--- src/rtl/dp_fifos_rst_seq_pkg.sv ---
// Shared types and defaults for the FIFO reset sequencer.
package dp_fifos_rst_seq_pkg;

   typedef enum logic [1:0] {
      ST_IDLE      = 2'd0,
      ST_ASSERT    = 2'd1,
      ST_WAIT_DONE = 2'd2,
      ST_COMPLETE  = 2'd3
   } seq_state_e;

   localparam int DefNumFifos      = 4;
   localparam int DefRstHoldCycles = 4;
   localparam int DefTimeoutCycles = 256;

   function automatic int cnt_width(input int timeout_cycles);
      return $clog2(timeout_cycles + 1);
   endfunction

endpackage

--- src/rtl/dp_fifos_rst_rr_arbiter.sv ---
// Round-robin pick over a request vector, starting at i_ptr.
// Latency: combinational. Backpressure: none, caller decides when to take the grant.
// Flow control: i_req is sampled every cycle; o_gnt_vld is low when no request is set.
module dp_fifos_rst_rr_arbiter #(
   parameter int NumFifos = 4,
   parameter int IdxW     = $clog2(NumFifos)
) (
   input  logic [NumFifos-1:0] i_req,
   input  logic [IdxW-1:0]     i_ptr,
   output logic [IdxW-1:0]     o_gnt_idx,
   output logic                o_gnt_vld
);

   logic [IdxW-1:0] w_idx;

   // Walk offsets from farthest to nearest so the nearest hit to i_ptr wins.
   always_comb begin
      w_idx     = '0;
      o_gnt_idx = '0;
      o_gnt_vld = 1'b0;
      for (int off = NumFifos - 1; off >= 0; off--) begin
         w_idx = IdxW'((int'(i_ptr) + off) % NumFifos);
         if (i_req[w_idx]) begin
            o_gnt_vld = 1'b1;
            o_gnt_idx = w_idx;
         end
      end
   end

endmodule

--- src/rtl/dp_fifos_rst_sequencer.sv ---
// Round-robin reset scheduler for the FIFO reset controllers; optional SEE re-reset via DP_FIFOS_RST_SEQ_SEE_RECOVERY_EN.
// Latency: reset request one cycle after pending is set, held RstHoldCycles, then done wait bounded by TimeoutCycles.
// Backpressure: requests arriving while busy stay pending and are granted in later rounds.
module dp_fifos_rst_sequencer
   import dp_fifos_rst_seq_pkg::*;
#(
   parameter int NumFifos      = DefNumFifos,
   parameter int RstHoldCycles = DefRstHoldCycles,
   parameter int TimeoutCycles = DefTimeoutCycles,
   parameter int CntWidth      = cnt_width(TimeoutCycles)
) (
   input  logic                clk_i,
   input  logic                arst_n_i,
   input  logic [NumFifos-1:0] req_i,
   input  logic                req_all_i,
   input  logic [NumFifos-1:0] fifo_rst_done_i,
   input  logic [NumFifos-1:0] fifo_seeerr_i,
   output logic [NumFifos-1:0] fifo_rst_req_o,
   output logic [NumFifos-1:0] ack_o,
   output logic [NumFifos-1:0] timeout_o,
   input  logic                timeout_clr_i,
   output logic [NumFifos-1:0] pending_o,
   output logic                busy_o
);

   localparam int IdxW = $clog2(NumFifos);
   localparam logic [NumFifos-1:0] OneLsb = {{(NumFifos-1){1'b0}}, 1'b1};

   seq_state_e          r_state, w_state_nxt;
   logic [CntWidth-1:0] r_cnt, w_cnt_nxt;
   logic [IdxW-1:0]     r_sel, w_sel_nxt;
   logic [IdxW-1:0]     r_ptr, w_ptr_nxt;
   logic [NumFifos-1:0] r_pending;
   logic [NumFifos-1:0] r_timeout;
   logic [NumFifos-1:0] r_req_q;
   logic                r_req_all_q;

   logic [NumFifos-1:0] w_rise;
   logic [NumFifos-1:0] w_see_rise;
   logic [NumFifos-1:0] w_clr;
   logic [NumFifos-1:0] w_to_set;
   logic [NumFifos-1:0] w_rst_req;
   logic [NumFifos-1:0] w_ack;
   logic [NumFifos-1:0] w_sel_oh;
   logic [NumFifos-1:0] w_gnt_oh;
   logic [IdxW-1:0]     w_arb_idx;
   logic                w_arb_vld;

`ifdef DP_FIFOS_RST_SEQ_SEE_RECOVERY_EN
   logic [NumFifos-1:0] r_seeerr_q;

   always_ff @(posedge clk_i or negedge arst_n_i) begin
      if (!arst_n_i) begin
         r_seeerr_q <= '0;
      end else begin
         r_seeerr_q <= fifo_seeerr_i;
      end
   end

   assign w_see_rise = fifo_seeerr_i & ~r_seeerr_q;
`else
   logic w_seeerr_unused;
   assign w_seeerr_unused = ^fifo_seeerr_i;
   assign w_see_rise      = '0;
`endif

   assign w_rise = (req_i & ~r_req_q)
                 | {NumFifos{req_all_i & ~r_req_all_q}}
                 | w_see_rise;

   assign w_sel_oh = OneLsb << r_sel;
   assign w_gnt_oh = OneLsb << w_arb_idx;

   dp_fifos_rst_rr_arbiter #(
      .NumFifos (NumFifos),
      .IdxW     (IdxW)
   ) u_arb (
      .i_req     (r_pending),
      .i_ptr     (r_ptr),
      .o_gnt_idx (w_arb_idx),
      .o_gnt_vld (w_arb_vld)
   );

   always_comb begin
      w_state_nxt = r_state;
      w_cnt_nxt   = r_cnt;
      w_sel_nxt   = r_sel;
      w_ptr_nxt   = r_ptr;
      w_clr       = '0;
      w_to_set    = '0;
      w_rst_req   = '0;
      w_ack       = '0;
      case (r_state)
         ST_IDLE: begin
            if (w_arb_vld) begin
               w_sel_nxt   = w_arb_idx;
               w_clr       = w_gnt_oh;
               w_cnt_nxt   = '0;
               w_ptr_nxt   = (w_arb_idx == IdxW'(NumFifos - 1)) ? '0 : w_arb_idx + 1'b1;
               w_state_nxt = ST_ASSERT;
            end
         end
         ST_ASSERT: begin
            w_rst_req = w_sel_oh;
            if (r_cnt == CntWidth'(RstHoldCycles - 1)) begin
               w_cnt_nxt   = '0;
               w_state_nxt = ST_WAIT_DONE;
            end else begin
               w_cnt_nxt = r_cnt + 1'b1;
            end
         end
         ST_WAIT_DONE: begin
            w_cnt_nxt = r_cnt + 1'b1;
            // Done is checked first so a done on the terminal count still acks.
            if (fifo_rst_done_i[r_sel]) begin
               w_state_nxt = ST_COMPLETE;
            end else if (r_cnt == CntWidth'(TimeoutCycles - 1)) begin
               w_to_set    = w_sel_oh;
               w_state_nxt = ST_IDLE;
            end
         end
         ST_COMPLETE: begin
            w_ack       = w_sel_oh;
            w_state_nxt = ST_IDLE;
         end
         default: begin
            w_cnt_nxt   = '0;
            w_state_nxt = ST_IDLE;
         end
      endcase
   end

   always_ff @(posedge clk_i or negedge arst_n_i) begin
      if (!arst_n_i) begin
         r_state     <= ST_IDLE;
         r_cnt       <= '0;
         r_sel       <= '0;
         r_ptr       <= '0;
         r_pending   <= '0;
         r_timeout   <= '0;
         r_req_q     <= '0;
         r_req_all_q <= 1'b0;
      end else begin
         r_state     <= w_state_nxt;
         r_cnt       <= w_cnt_nxt;
         r_sel       <= w_sel_nxt;
         r_ptr       <= w_ptr_nxt;
         // A fresh request for the FIFO being granted re-arms its pending bit.
         r_pending   <= (r_pending & ~w_clr) | w_rise;
         r_timeout   <= (timeout_clr_i ? '0 : r_timeout) | w_to_set;
         r_req_q     <= req_i;
         r_req_all_q <= req_all_i;
      end
   end

   assign fifo_rst_req_o = w_rst_req;
   assign ack_o          = w_ack;
   assign timeout_o      = r_timeout;
   assign pending_o      = r_pending;
   assign busy_o         = (r_state != ST_IDLE);

endmodule
--- config.mk ---
export PLATFORM = sky130hd
export DESIGN_NAME = dp_fifos_rst_sequencer
export DESIGN_NICKNAME = d
export VERILOG_FILES = /design/src/rtl/dp_fifos_rst_seq_pkg.sv /design/src/rtl/dp_fifos_rst_rr_arbiter.sv /design/src/rtl/dp_fifos_rst_sequencer.sv
export SDC_FILE = /design/constraint.sdc
export NUM_CORES = 1
export LEC_CHECK = 0
export ABC_AREA = 1
export BUFFER_PORTS_ARGS = -buffer_cell sky130_fd_sc_hd__buf_2
export CORE_AREA = 2 2 73 75
export DETAILED_ROUTE_END_ITERATION = 6
export DIE_AREA = 0 0 75 77
export PLACE_DENSITY = 0.69
export SLEW_MARGIN = 20
export SYNTH_ARGS = -nofsm -noshare
export SYNTH_HDL_FRONTEND = slang
export SYNTH_SLANG_ARGS = --single-unit
--- constraint.sdc ---
create_clock -name clk_i -period 2.18 [get_ports clk_i]
set_input_delay 0.436 -clock clk_i [delete_from_list [all_inputs] [get_ports clk_i]]
set_output_delay 0.436 -clock clk_i [all_outputs]
set_load 0.05 [all_outputs]
[After elaboration in Yosys (flattened, before gate mapping)]
Index checks and enable logic that the tools add are counted.
Cells by class
  add/subtract/negate cells: 5
  order comparisons: 5
  equality and inequality tests: 9
  shift operators: 2
  mux-type cells: 35
  bitwise gates (word level): 9
  reductions and logical operators: 6
Operators with widths (number)
  4-bit 2-to-1 mux: 8
  9-bit case mux with 3 select lines: 1
  2-bit 2-to-1 mux: 9
  9-bit 2-to-1 mux: 2
  2-bit by 3-bit less-than comparator with 1-bit output, second input constant: 5
  4-bit bitwise OR: 3
  1-bit binary-select mux with 2-bit select: 5
  9-bit by 1-bit adder with 9-bit output, second input constant: 1
  9-bit by 2-bit == test with 1-bit output, second input constant: 1
  9-bit by 8-bit == test with 1-bit output, second input constant: 1
  1-bit 2-to-1 mux: 9
  4-bit AND: 2
  4-bit NOT: 2
  2-bit case mux with 4 select lines: 1
  1-bit by 2-bit << shifter with 4-bit output, first input constant: 2
  2-bit == test, second input constant: 3
  2-bit by 1-bit adder with 2-bit output, second input constant: 2
  2-bit adder, second input constant: 2
  2-bit AND reduction: 2
  3-bit inequality test, second input constant: 1
  3-bit AND reduction: 1
  3-bit nonzero test: 1
  2-bit by 1-bit == test with 1-bit output, second input constant: 1
  2-bit zero test: 1
  other kinds (5): 5
Storage, ports and cells
  flip-flop bits (word level): 28
  output and inout bits: 17

[Longest topological paths before layout]
Gate-level depths: netlist of run 1.
  depth after elaboration: 13
  gate-level depth with buffers: 14
  gate-level depth less buffers: 13

[By module]
From an unflattened synthesis of run 1, not the netlist that was laid out.
Unflattened totals
  cells, all modules: 238
  area, all modules: 1716.6 um^2
By module, submodules not included
  dp_fifos_rst_sequencer: instances 1, cells each 194, area each 1501.4 um^2, sequential area each 700.7 um^2
  dp_fifos_rst_rr_arbiter: instances 1, cells each 44, area each 215.2 um^2, sequential area each 0.0 um^2

[Worst setup path before layout of run 1]
Ideal clock, no wire load.
  kind: flip-flop to output port
  from: register r_state[1]
  to: output fifo_rst_req_o[0]
  data arrival time: 1.478 ns
  setup slack: 0.266 ns
  stages on the path, launching flop included: 5
  path buffers: 0
  path through: dfrtp_1 -> inv_1 -> ha_1 -> inv_1 -> nor2_1
Between the ends
  word-level cells in the longest chain between the ends: 2
Ends and longest elaborated chain
  from (decl): line dp_fifos_rst_sequencer.sv:29  | seq_state_e r_state, w_state_nxt;
  from (signal assigned): line dp_fifos_rst_sequencer.sv:144  | r_state <= w_state_nxt;
  2-bit by 1-bit == test with 1-bit output: line dp_fifos_rst_sequencer.sv:93  | case (r_state)
  4-bit 2-to-1 mux: line dp_fifos_rst_sequencer.sv:93
  to (decl): line dp_fifos_rst_sequencer.sv:18  | output logic [NumFifos-1:0] fifo_rst_req_o,
Every way passes these cells.

[Final worst setup path of run 1]
  from: register r_state[1]
  to: output fifo_rst_req_o[3]
The elaborated chain is that of the path after synthesis.

==> metrics.md, run 1 <==
| Metric | Value |
|---|---|
| CP startpoint kind | `flip-flop` |
| Fin cells | `approximately 380` |
| Post-synthesis mux area share | `0` |
| Internal | `around 1.3 mW` |
| Max-slew headroom | `0.595` |
| H-tree depth | `1` |
| RePlAce Congestion | `about 0.94` |
| Power Density | `between 1000 and 1500 nW/um^2` |
| Setup WS post-layout | `around 0.15 ns` |
| Logic pwr share | `0.586` |
| Max VDD drop | `0.000384 V` |
| Outcome | `complete, no violations` |
| Clock root buffer | `clkbuf_8` |
| Data arrival, critical path | `around 1.6 ns` |
| Hold-fix buffers, CTS | `0` |
| Net Count, Synth | `a little over 300` |
| Clock skew | `about 0.0028 ns` |
| Synth area leaders | `dfrtp_1 (37%), nand2_1 (18%), nand3_1 (9.1%), inv_1 (8.8%), ha_1 (6.5%)` |
| DR vias/cell | `4.65` |
| CTS tree | `done` |
| Setup CP Type | `flip-flop to primary output` |
| FILL cells | `~540` |
| N_diodes | `0` |
| DP Cell Count | `374` |
| Share of the synthesized area in the top cell type | `0.365` |
| Clk buf depth | `2` |
| Gr ovfl total | `0` |
| Pre-CTS setup slack | `0.269 ns` |
| Most used cell, CP | `inv_1` |
| Worst Path Max Fanout | `6` |
| Core Region | `4980 sq um` |
| Full die area | `between 5000 and 6000 sq um` |
| Post-CTS sizing | `0` |
| Synth Area in Compound Gates | `0.0665` |
| Mapped cell area | `roughly 1900 sq um` |
| R2R cell count | `10` |
| Synth unique cells | `24` |
| Synth Area in XOR/XNOR | `0.00457` |
| Nets | `about 340` |
| Switching portion of total power | `0.527` |
| Starting Density | `0.385` |
| Final min period | `~2.0 ns` |
| Setup bufs post-CTS | `0` |
| Syn_area_per_cell | `a little under 7 sq um` |
| I/O pin cnt | `33` |
| Share of cells above drive strength 1 | `0.169` |
| Router iterations before antenna repair | `5` |
| NetSw | `roughly 1.5 mW` |
| Main synth FF type | `dfrtp_1` |
| DRT antenna net count | `0` |
| Fmax | `between 400 and 500 MHz` |
| Global-route wire length before repair | `between 7000 and 8000 um` |
| Asr flop ratio synth | `1.00` |
| Remaining DRCs | `0` |
| Post-Synth Simple-Gate Area | `0.383` |
| Count leader, synth | `nand2_1` |
| FF+latch count, synth | `28` |
| Port Buf Inserts | `28` |
| Pin count of the biggest net entering global routing | `29` |
| Crit-path cells | `inv_1 > ha_2 > inv_1 > nor2_1 > buf_2` |
| EDFF count, synth | `0` |
| Mapped Cells | `~280` |
| Via count | `between 1500 and 2000` |
| Cell depth of the worst setup path | `5` |
| CTS Buf Count | `3` |
| Iteration-0 DRC count of the detailed router | `between 100 and 150` |
| Type of the worst min-delay path | `input pin to async pin` |
| Max Cap Viol | `0` |
| Tcrit/Tclk final | `0.931` |
| Static Leak | `about 1.3 nW` |
| Die width | `about 75 um` |
| CP peak stage delay | `0.43 ns` |
| Wirelength per Cell | `between 10 and 15 um` |
| CP Data Required Time | `1.74 ns` |
| Top post-synthesis cells by count | `nand2_1 (93), inv_1 (45), nand3_1 (35), dfrtp_1 (28), nor2_1 (22)` |
| P&R area growth vs syn | `14.7%` |
| Critical Path Source | `r_state[1]$_DFFE_PN0P_` |
| Worst-Margin Slew | `a little over 0.6 ns` |
| Final Hold Vio Count | `0` |
| DP Wirelength | `between 3000 and 4000 um` |
| Clock share of power | `0.148` |
| Initial antenna violation count | `0` |
| GRT Overall Usage | `0.155` |
| Clock transition at path regs | `roughly 0.10 ns` |
| Max Slew Vio Count | `0` |
| Largest family of logic cells by synthesized area | `simple AND/OR/NAND/NOR gates` |
| CP Buf/Inv Count | `3` |
| CP Capture Point | `fifo_rst_req_o[3]` |
| Sequential area share after synthesis | `0.365` |
| Vias in the first global route | `~1700` |
| CP top delay family | `buffers and inverters` |
| Setup TNS Final | `0 ns` |
| Die Y | `approximately 77 um` |
| Crit end category | `primary output` |
| FF-to-FF setup slack | `0.26 ns` |
| Adder-cell share of the synthesized area | `0.0652` |
| Yosys warning total | `0` |
| R2R Path Start | `r_ptr[0]$_DFFE_PN0P_` |
| Clk sinks | `28` |
| Worst-Skew Late Latency | `~0.28 ns` |
| Slowest CP cell | `dfrtp_1` |
| Flop pwr share | `0.266` |
| Reg-to-reg critical path endpoint | `r_ptr[1]$_DFFE_PN0P_` |
| Endpoints failing setup | `0` |
| DRT Wirelength | `about 4000 um` |
| RSZ-0062 raised after global routing | `no` |
| Site Rows | `26` |
| Hold Slack | `0.152 ns` |
| Area leader, netlist | `dfrtp_1` |
## layout by cell type (no fill, tap or decap)
master	synthesis	layout
nor2_1	22	22
o21ai_1	1	1
o21ai_0	10	10
ha_2	0	1
or2_2	1	1
o211ai_1	4	4
nand2_4	2	2
nand2_1	93	93
nand3_2	2	2
ha_1	10	9
nor2_4	1	1
nand2_2	8	8
nand3_1	35	35
nor3_1	1	1
inv_8	1	1
inv_2	2	2
xnor2_1	1	1
dfrtp_1	28	28
o32ai_1	4	4
inv_1	45	45
buf_4	1	2
bufinv_16	0	1
clkbuf_8	0	3
buf_2	0	28
nand4_1	2	2
o21bai_1	1	1
## state kept, by name (all words and copies together) (netlist names)
register,cells
pending_o,4
r_req_q,4
r_sel,2
r_state,2
r_ptr,2
r_cnt,9
timeout_o,4
r_req_all_q,1
## routing by layer
layer	vias to the layer above	track usage	routed length [um]
li1	926	-	-
met1	793	0.197	1850
met2	38	0.263	1950
met3	2	0.0250	195
met4	0	0.0482	27
met5	-	0	0
## through the flow
step	power, mW	area [sq um]	util
final	2.84	2200	0.442
after global routing	3.12	2200	0.442
after global placement	2.40	2130	0.427
after detailed placement	2.43	2130	0.427
after CTS	2.86	2200	0.442
after floorplan	2.09	1920	-
## power groups by stage
| stage | clock network (mW) | registers [mW] | logic [mW] |
|---|---|---|---|
| 2_1_floorplan | 0 | 0.764 | 1.33 |
| 3_3_place_gp | 0 | 0.761 | 1.64 |
| 3_5_place_dp | 0 | 0.767 | 1.67 |
| 4_1_cts | 0.431 | 0.757 | 1.67 |
| 5_1_grt | 0.454 | 0.776 | 1.89 |
| 6_report | 0.418 | 0.755 | 1.66 |
## how the worst min path moves through the flow
| stage | startpoint | to |
|---|---|---|
| after floorplan | arst_n_i | pending_o[0]$_DFF_PN0_ |
| after global placement | arst_n_i | timeout_o[1]$_DFF_PN0_ |
| after detailed placement | arst_n_i | timeout_o[3]$_DFF_PN0_ |
| after CTS | arst_n_i | timeout_o[3]$_DFF_PN0_ |
| after global routing | arst_n_i | timeout_o[3]$_DFF_PN0_ |
| final | arst_n_i | timeout_o[3]$_DFF_PN0_ |
## area by class of cell
| type | instances | area, sq um | share of cell area |
|---|---|---|---|
| multi-input combinational | 198 | 998 | 0.454 |
| clock buffer | 3 | 41.3 | 0.0188 |
| inverter | 48 | 188 | 0.0853 |
| clock inverter | 1 | 30.0 | 0.0136 |
| sequential | 28 | 701 | 0.318 |
| timing repair buffer | 30 | 155 | 0.0705 |
| tap | 70 | 87.6 | 0.0398 |
## worst reg2reg max path, cell delays in order, from the launching register on
cell     delay [ns]
dfrtp_1        0.63
nand2_1        0.09
o21ai_1        0.15
nand2_1        0.14
nand3_1        0.10
nand3_1        0.06
nand2_1        0.16
inv_1          0.09
ha_1           0.30
nand2_1        0.07
nand2_1        0.04
## cell families after synthesis
kind of cell / Yosys count
AND/OR/NAND/NOR: 167
adder cells (fa/ha/maj): 10
flip-flops: 28
buffers and inverters: 51
AO/OA/AOI/OAI: 20
XOR/XNOR: 1
(Power assumes the default switching activity.)
==> run 2: changes to the inputs <==
--- a/config.mk
+++ b/config.mk
@@ -11,6 +11,7 @@
 export DETAILED_ROUTE_END_ITERATION = 6
 export DIE_AREA = 0 0 75 77
 export PLACE_DENSITY = 0.69
+export RECOVER_POWER = 50
 export SLEW_MARGIN = 20
 export SYNTH_ARGS = -nofsm -noshare
 export SYNTH_HDL_FRONTEND = slang
==> run 2 against run 1 <==
Effect of this change:
- register-to-register slack hardly changed
- critical endpoint unchanged
- critical path type unchanged
- clock power hardly changed
- sequential share of layout area is 0.13 points higher
- core utilization is 0.18 points lower
- largest cell class unchanged
- count of clock-buffer cells in the layout stayed put
==> metrics.md, run 2 (synthesis results as in run 1) <==
| Metric | Value |
|---|---|
| Max reg flops | `9 (unchanged)` |
| Share of cells above drive strength 1 | `0.146 (was 0.169)` |
| Worst-Skew Late Latency | `0.28 ns (about the same)` |
| I/O pin cnt | `33 (unchanged)` |
| Full die area | `5780 sq um (unchanged)` |
| Power Density | `1290 nW/um^2 (about the same)` |
| Met3 usage | `0.0250 (unchanged)` |
| Starting Density | `0.385 (unchanged)` |
| Setup TNS Final | `0 ns (unchanged)` |
| Worst-Margin Slew | `1.46 ns (was 0.608 ns)` |
| Power, Total | `2.84 mW (about the same)` |
| Global-route wire length before repair | `7220 um (unchanged)` |
| Data arrival, critical path | `1.60 ns (was 1.59 ns)` |
| P&R area growth vs syn | `14.3% (was 14.7%)` |
| Die width | `75 um (unchanged)` |
| CP Data Required Time | `1.74 ns (about the same)` |
| Remaining DRCs | `0 (unchanged)` |
| Port Buf Inserts | `28 (unchanged)` |
| Max VDD drop | `0.000385 V (was 0.000384 V)` |
| Met1 GRT Util | `0.197 (unchanged)` |
| Final Hold Vio Count | `0 (unchanged)` |
| DRT antenna net count | `0 (unchanged)` |
| Static Leak | `1.24 nW (was 1.26 nW)` |
| Nets | `335 (unchanged)` |
| CTS tree | `done (unchanged)` |
| Clock transition at path regs | `0.10 ns (about the same)` |
| Fmax | `492 MHz (was 493 MHz)` |
| Endpoints failing setup | `0 (unchanged)` |
| Gr ovfl total | `0 (unchanged)` |
| Worst Path Max Fanout | `6 (unchanged)` |
| FILL cells | `540 (was 539)` |
| Pin count of the biggest net entering global routing | `29 (unchanged)` |
| Clock root buffer | `clkbuf_8 (unchanged)` |
| H-tree depth | `1 (unchanged)` |
| Router iterations before antenna repair | `5 (unchanged)` |
| RePlAce Congestion | `0.937 (unchanged)` |
| DP Wirelength | `3020 um (unchanged)` |
| Most used routing layer | `met2 (unchanged)` |
| Vias in the first global route | `1670 (unchanged)` |
| Max Cap Viol | `0 (unchanged)` |
| Tcrit/Tclk final | `0.932 (was 0.931)` |
| CP startpoint kind | `flip-flop (unchanged)` |
| Iteration-0 DRC count of the detailed router | `120 (unchanged)` |
| Clk sinks | `28 (unchanged)` |
| N_diodes | `0 (unchanged)` |
| Setup CP Type | `flip-flop to primary output (unchanged)` |
| Most common cell after layout, fill and taps aside | `nand2_1 (unchanged)` |
| Largest Register | `r_cnt (unchanged)` |
| Die Y | `77 um (unchanged)` |
| Initial antenna violation count | `0 (unchanged)` |
| GRT met2 Usage | `0.263 (unchanged)` |
| Core Region | `4980 sq um (unchanged)` |
| Commonest cells after routing, fill and taps aside | `nand2_1 (93), inv_1 (45), nand3_1 (35), dfrtp_1 (28), nor2_1 (22) (was nand2_1 (93), inv_1 (45), nand3_1 (35), buf_2 (28), dfrtp_1 (28))` |
| Via count | `1763 (was 1759)` |
| Max Slew Vio Count | `0 (unchanged)` |
| DR vias/cell | `4.66 (was 4.65)` |
| Type of the worst min-delay path | `input pin to flip-flop (was input pin to async pin)` |
| Wirelength per Cell | `10.6 um (about the same)` |
| Site Rows | `26 (unchanged)` |
| Crit end category | `primary output (unchanged)` |
| RSZ-0062 raised after global routing | `no (unchanged)` |
| Setup bufs post-CTS | `0 (unchanged)` |
| CTS Buf Count | `3 (unchanged)` |
| Outcome | `complete, no violations (unchanged)` |
| Clk buf depth | `2 (unchanged)` |
| Final min period | `2.03 ns (about the same)` |
| Clock skew | `0.00241 ns (was 0.00284 ns)` |
| Max-slew headroom | `0.0294 (was 0.595)` |
| DRT Wirelength | `4020 um (about the same)` |
| GRT Overall Usage | `0.155 (unchanged)` |
run 2: cell types whose count changed in the layout (fill, tap and decap cells not counted):
cell / before / now
buf_2: 28 / 21
clkbuf_1: 0 / 7
run 2: through the flow:
step	util	setup WS, ns	area [sq um]	hold WS, ns	cells
after floorplan	-	0.266	1920	0.140	277
after global placement	0.427	0.304	2130	0.485	374
after detailed placement	0.427	0.269	2130	0.493	374
after CTS	0.442	0.0602	2200	0.177	378
after global routing	0.440	0.0209	2190	0.257	378
final	0.440	0.147	2190	0.268	378
run 2: area by class of cell:
class	count	area (sq um)	share of cell area
inverter	48	188	0.0856
clock buffer	3	41.3	0.0188
timing repair buffer	30	146	0.0668
sequential	28	701	0.320
clock inverter	1	30.0	0.0137
multi-input combinational	198	998	0.455
tap	70	87.6	0.0400
run 2: layer usage:
layer | vias to the layer above | part of all wire
met3 | 2 | 0.047
met4 | 0 | 0.0067
met2 | 38 | 0.48
met1 | 796 | 0.46
met5 | - | 0
li1 | 927 | -
run 2: timing repair:
action	CTS	global route
gates resized for setup	0	1
setup endpoints to repair	0	4
hold buffers	0	0
run 2: path summary, 6_finish.rpt:
path,startpoint,to,slack (ns),cells after the start
setup / recovery,r_state[1]$_DFFE_PN0P_,fifo_rst_req_o[3],0.15,5
hold / removal,req_i[2],r_req_q[2]$_DFF_PN0_,0.27,1
setup reg to reg,r_ptr[0]$_DFFE_PN0P_,r_ptr[1]$_DFFE_PN0P_,0.26,10
hold reg to reg,r_req_q[2]$_DFF_PN0_,pending_o[2]$_DFF_PN0_,0.51,3
max in group asynchronous,arst_n_i,r_cnt[4]$_DFFE_PN0P_,0.86,1
min in group asynchronous,arst_n_i,timeout_o[3]$_DFF_PN0_,0.48,1
run 2: where the power goes:
part	switching (mW)	internal (mW)	leakage [nW]
combinational	1.18	0.478	0.851
clock	0.172	0.246	0.0357
sequential	0.139	0.617	0.351
total	1.50	1.34	1.24
run 2: critical path, stage by stage, from the launching register on:
cell and delay [ns]:
dfrtp_1 0.43, inv_1 0.12, ha_2 0.27, inv_1 0.11, nor2_1 0.11, buf_2 0.27
==> run 3: changes to the inputs <==
--- a/config.mk
+++ b/config.mk
@@ -12,6 +12,7 @@
 export DIE_AREA = 0 0 75 77
 export PLACE_DENSITY = 0.69
 export RECOVER_POWER = 50
+export SETUP_SLACK_MARGIN = 0.15
 export SLEW_MARGIN = 20
 export SYNTH_ARGS = -nofsm -noshare
 export SYNTH_HDL_FRONTEND = slang
==> run 3 against run 2 <==
Effect of this change:
- count of clock-buffer cells in the layout stayed put
- critical path type unchanged
- largest power group unchanged
- largest cell class unchanged
- sequential share of layout area shrank 0.25 points
- first-iteration DRC count increased by 4.2%
- highest routed layer unchanged
==> metrics.md, run 3 (synthesis results as in run 1) <==
| Metric | Value |
|---|---|
| R2R cell count | `10 (unchanged)` |
| FILL cells | `536 (was 540)` |
| Max-slew headroom | `0.0268 (was 0.0294)` |
| Final Hold Vio Count | `0 (unchanged)` |
| Post-CTS sizing | `3 (was 0)` |
| DRT antenna net count | `0 (unchanged)` |
| CP Data Required Time | `1.74 ns (about the same)` |
| Global-route wire length before repair | `7220 um (unchanged)` |
| Fin util | `0.445 (was 0.440)` |
| I/O pin cnt | `33 (unchanged)` |
| Clock skew | `0.00119 ns (was 0.00241 ns)` |
| WHS Endpoint | `r_req_q[2]$_DFF_PN0_ (unchanged)` |
| Full die area | `5780 sq um (unchanged)` |
| CP startpoint kind | `flip-flop (unchanged)` |
| Vias in the first global route | `1670 (unchanged)` |
| Site Rows | `26 (unchanged)` |
| DRT Wirelength | `4040 um (was 4020 um)` |
| Most common cell after layout, fill and taps aside | `nand2_1 (unchanged)` |
| P&R area growth vs syn | `15.4% (was 14.3%)` |
| DP Wirelength | `3020 um (unchanged)` |
| CTS Buf Count | `3 (unchanged)` |
| Clk buf depth | `2 (unchanged)` |
| H-tree depth | `1 (unchanged)` |
| Power, Total | `2.87 mW (was 2.84 mW)` |
| Static Leak | `1.24 nW (about the same)` |
| GRT Overall Usage | `0.155 (unchanged)` |
| Initial antenna violation count | `0 (unchanged)` |
| Outcome | `complete, no violations (unchanged)` |
| Port Buf Inserts | `28 (unchanged)` |
| Reg-to-reg critical path endpoint | `r_state[0]$_DFFE_PN0P_ (was r_ptr[1]$_DFFE_PN0P_)` |
| Type of the worst min-delay path | `input pin to flip-flop (unchanged)` |
| Worst Hold Path Cells | `1 (unchanged)` |
| Remaining DRCs | `0 (unchanged)` |
| CTS tree | `done (unchanged)` |
| Max Slew Vio Count | `0 (unchanged)` |
| Final min period | `1.96 ns (was 2.03 ns)` |
| Max VDD drop | `0.000387 V (was 0.000385 V)` |
| Core Region | `4980 sq um (unchanged)` |
| Die width | `75 um (unchanged)` |
| Tcrit/Tclk final | `0.898 (was 0.932)` |
| Clock root buffer | `clkbuf_8 (unchanged)` |
| Power Density | `1300 nW/um^2 (was 1290 nW/um^2)` |
| Worst-Skew Late Latency | `0.28 ns (about the same)` |
| Setup TNS Final | `0 ns (unchanged)` |
| Worst Path Max Fanout | `5 (was 6)` |
| Nets | `335 (unchanged)` |
| Endpoints failing setup | `0 (unchanged)` |
| Router iterations before antenna repair | `5 (unchanged)` |
| Pre-CTS setup slack | `0.269 ns (unchanged)` |
| Max Cap Viol | `0 (unchanged)` |
| Commonest cells after routing, fill and taps aside | `nand2_1 (93), inv_1 (45), nand3_1 (35), dfrtp_1 (27), nor2_1 (22) (was nand2_1 (93), inv_1 (45), nand3_1 (35), dfrtp_1 (28), nor2_1 (22))` |
| RSZ-0062 raised after global routing | `yes (was no)` |
| Worst-Margin Slew | `1.46 ns (about the same)` |
| R2R Path Start | `r_cnt[0]$_DFFE_PN0P_ (was r_ptr[0]$_DFFE_PN0P_)` |
| Iteration-0 DRC count of the detailed router | `125 (was 120)` |
| Gr ovfl total | `0 (unchanged)` |
| Wirelength per Cell | `10.7 um (was 10.6 um)` |
| Sequential cell area | `702 sq um (was 701 sq um)` |
| Starting Density | `0.385 (unchanged)` |
| Clock transition at path regs | `0.10 ns (about the same)` |
| Via count | `1776 (was 1763)` |
| Setup CP Type | `flip-flop to primary output (unchanged)` |
| Hold-fix buffers, CTS | `0 (unchanged)` |
| Share of cells above drive strength 1 | `0.149 (was 0.146)` |
| Clk sinks | `28 (unchanged)` |
| FF-to-FF setup slack | `0.37 ns (was 0.26 ns)` |
| Data arrival, critical path | `1.52 ns (was 1.60 ns)` |
| DR vias/cell | `4.70 (was 4.66)` |
| Multi-input logic area | `1010 sq um (was 998 sq um)` |
| Fmax | `511 MHz (was 492 MHz)` |
| Hold Slack | `0.268 ns (about the same)` |
| Crit end category | `primary output (unchanged)` |
| Max reg flops | `9 (unchanged)` |
| Pin count of the biggest net entering global routing | `29 (unchanged)` |
| Die Y | `77 um (unchanged)` |
| Cell Area, Placed | `2130 sq um (unchanged)` |
| Fin cells | `378 (unchanged)` |
| DP Cell Count | `374 (unchanged)` |
| N_diodes | `0 (unchanged)` |
| Largest Register | `r_cnt (unchanged)` |
| Setup WS post-layout | `0.222 ns (was 0.147 ns)` |
| Fin area | `2210 sq um (was 2190 sq um)` |
| Hold_sp | `req_i[2] (unchanged)` |
| RePlAce Congestion | `0.937 (unchanged)` |
| Setup bufs post-CTS | `0 (unchanged)` |
[run 3: cell types whose count changed in the layout (fill, tap and decap cells not counted), sizes merged]
cell and delta:
buf -2, clkbuf +2
[run 3: per-layer routing]
metal / part of all wire / up-vias / GRT usage
li1: - / 928 / -
met1: 0.47 / 804 / 0.197
met2: 0.48 / 40 / 0.263
met3: 0.040 / 4 / 0.0250
met4: 0.0082 / 0 / 0.0482
met5: 0 / - / 0
[run 3: critical path: stages (launching register included)]
cell and delay (ns):
dfrtp_1 0.48, inv_1 0.10, ha_1 0.22, inv_1 0.14, buf_2 0.29
[run 3: where the power goes]
group	total (mW)	switching [mW]	internal (mW)
registers	0.762	0.143	0.619
logic	1.69	1.19	0.498
clock network	0.421	0.175	0.246
total	2.87	1.51	1.36
[run 3: worst max path at each step]
| stage | from | end | slack, ns | cells past startpoint |
|---|---|---|---|---|
| after detailed placement | r_ptr[0]$_DFFE_PN0P_ | r_ptr[1]$_DFFE_PN0P_ | 0.27 | 10 |
| after floorplan | r_state[1]$_DFFE_PN0P_ | fifo_rst_req_o[0] | 0.27 | 4 |
| final | r_state[0]$_DFFE_PN0P_ | busy_o | 0.22 | 4 |
| after global placement | r_ptr[0]$_DFFE_PN0P_ | r_ptr[1]$_DFFE_PN0P_ | 0.30 | 10 |
| after global routing | r_state[0]$_DFFE_PN0P_ | busy_o | 0.11 | 4 |
| after CTS | r_state[1]$_DFFE_PN0P_ | fifo_rst_req_o[0] | 0.15 | 5 |
[run 3: cell type report]
class | count | area share
sequential | 28 | 0.317
inverter | 48 | 0.0848
clock buffer | 3 | 0.0187
multi-input combinational | 198 | 0.456
tap | 70 | 0.0396
timing repair buffer | 30 | 0.0707
clock inverter | 1 | 0.0136
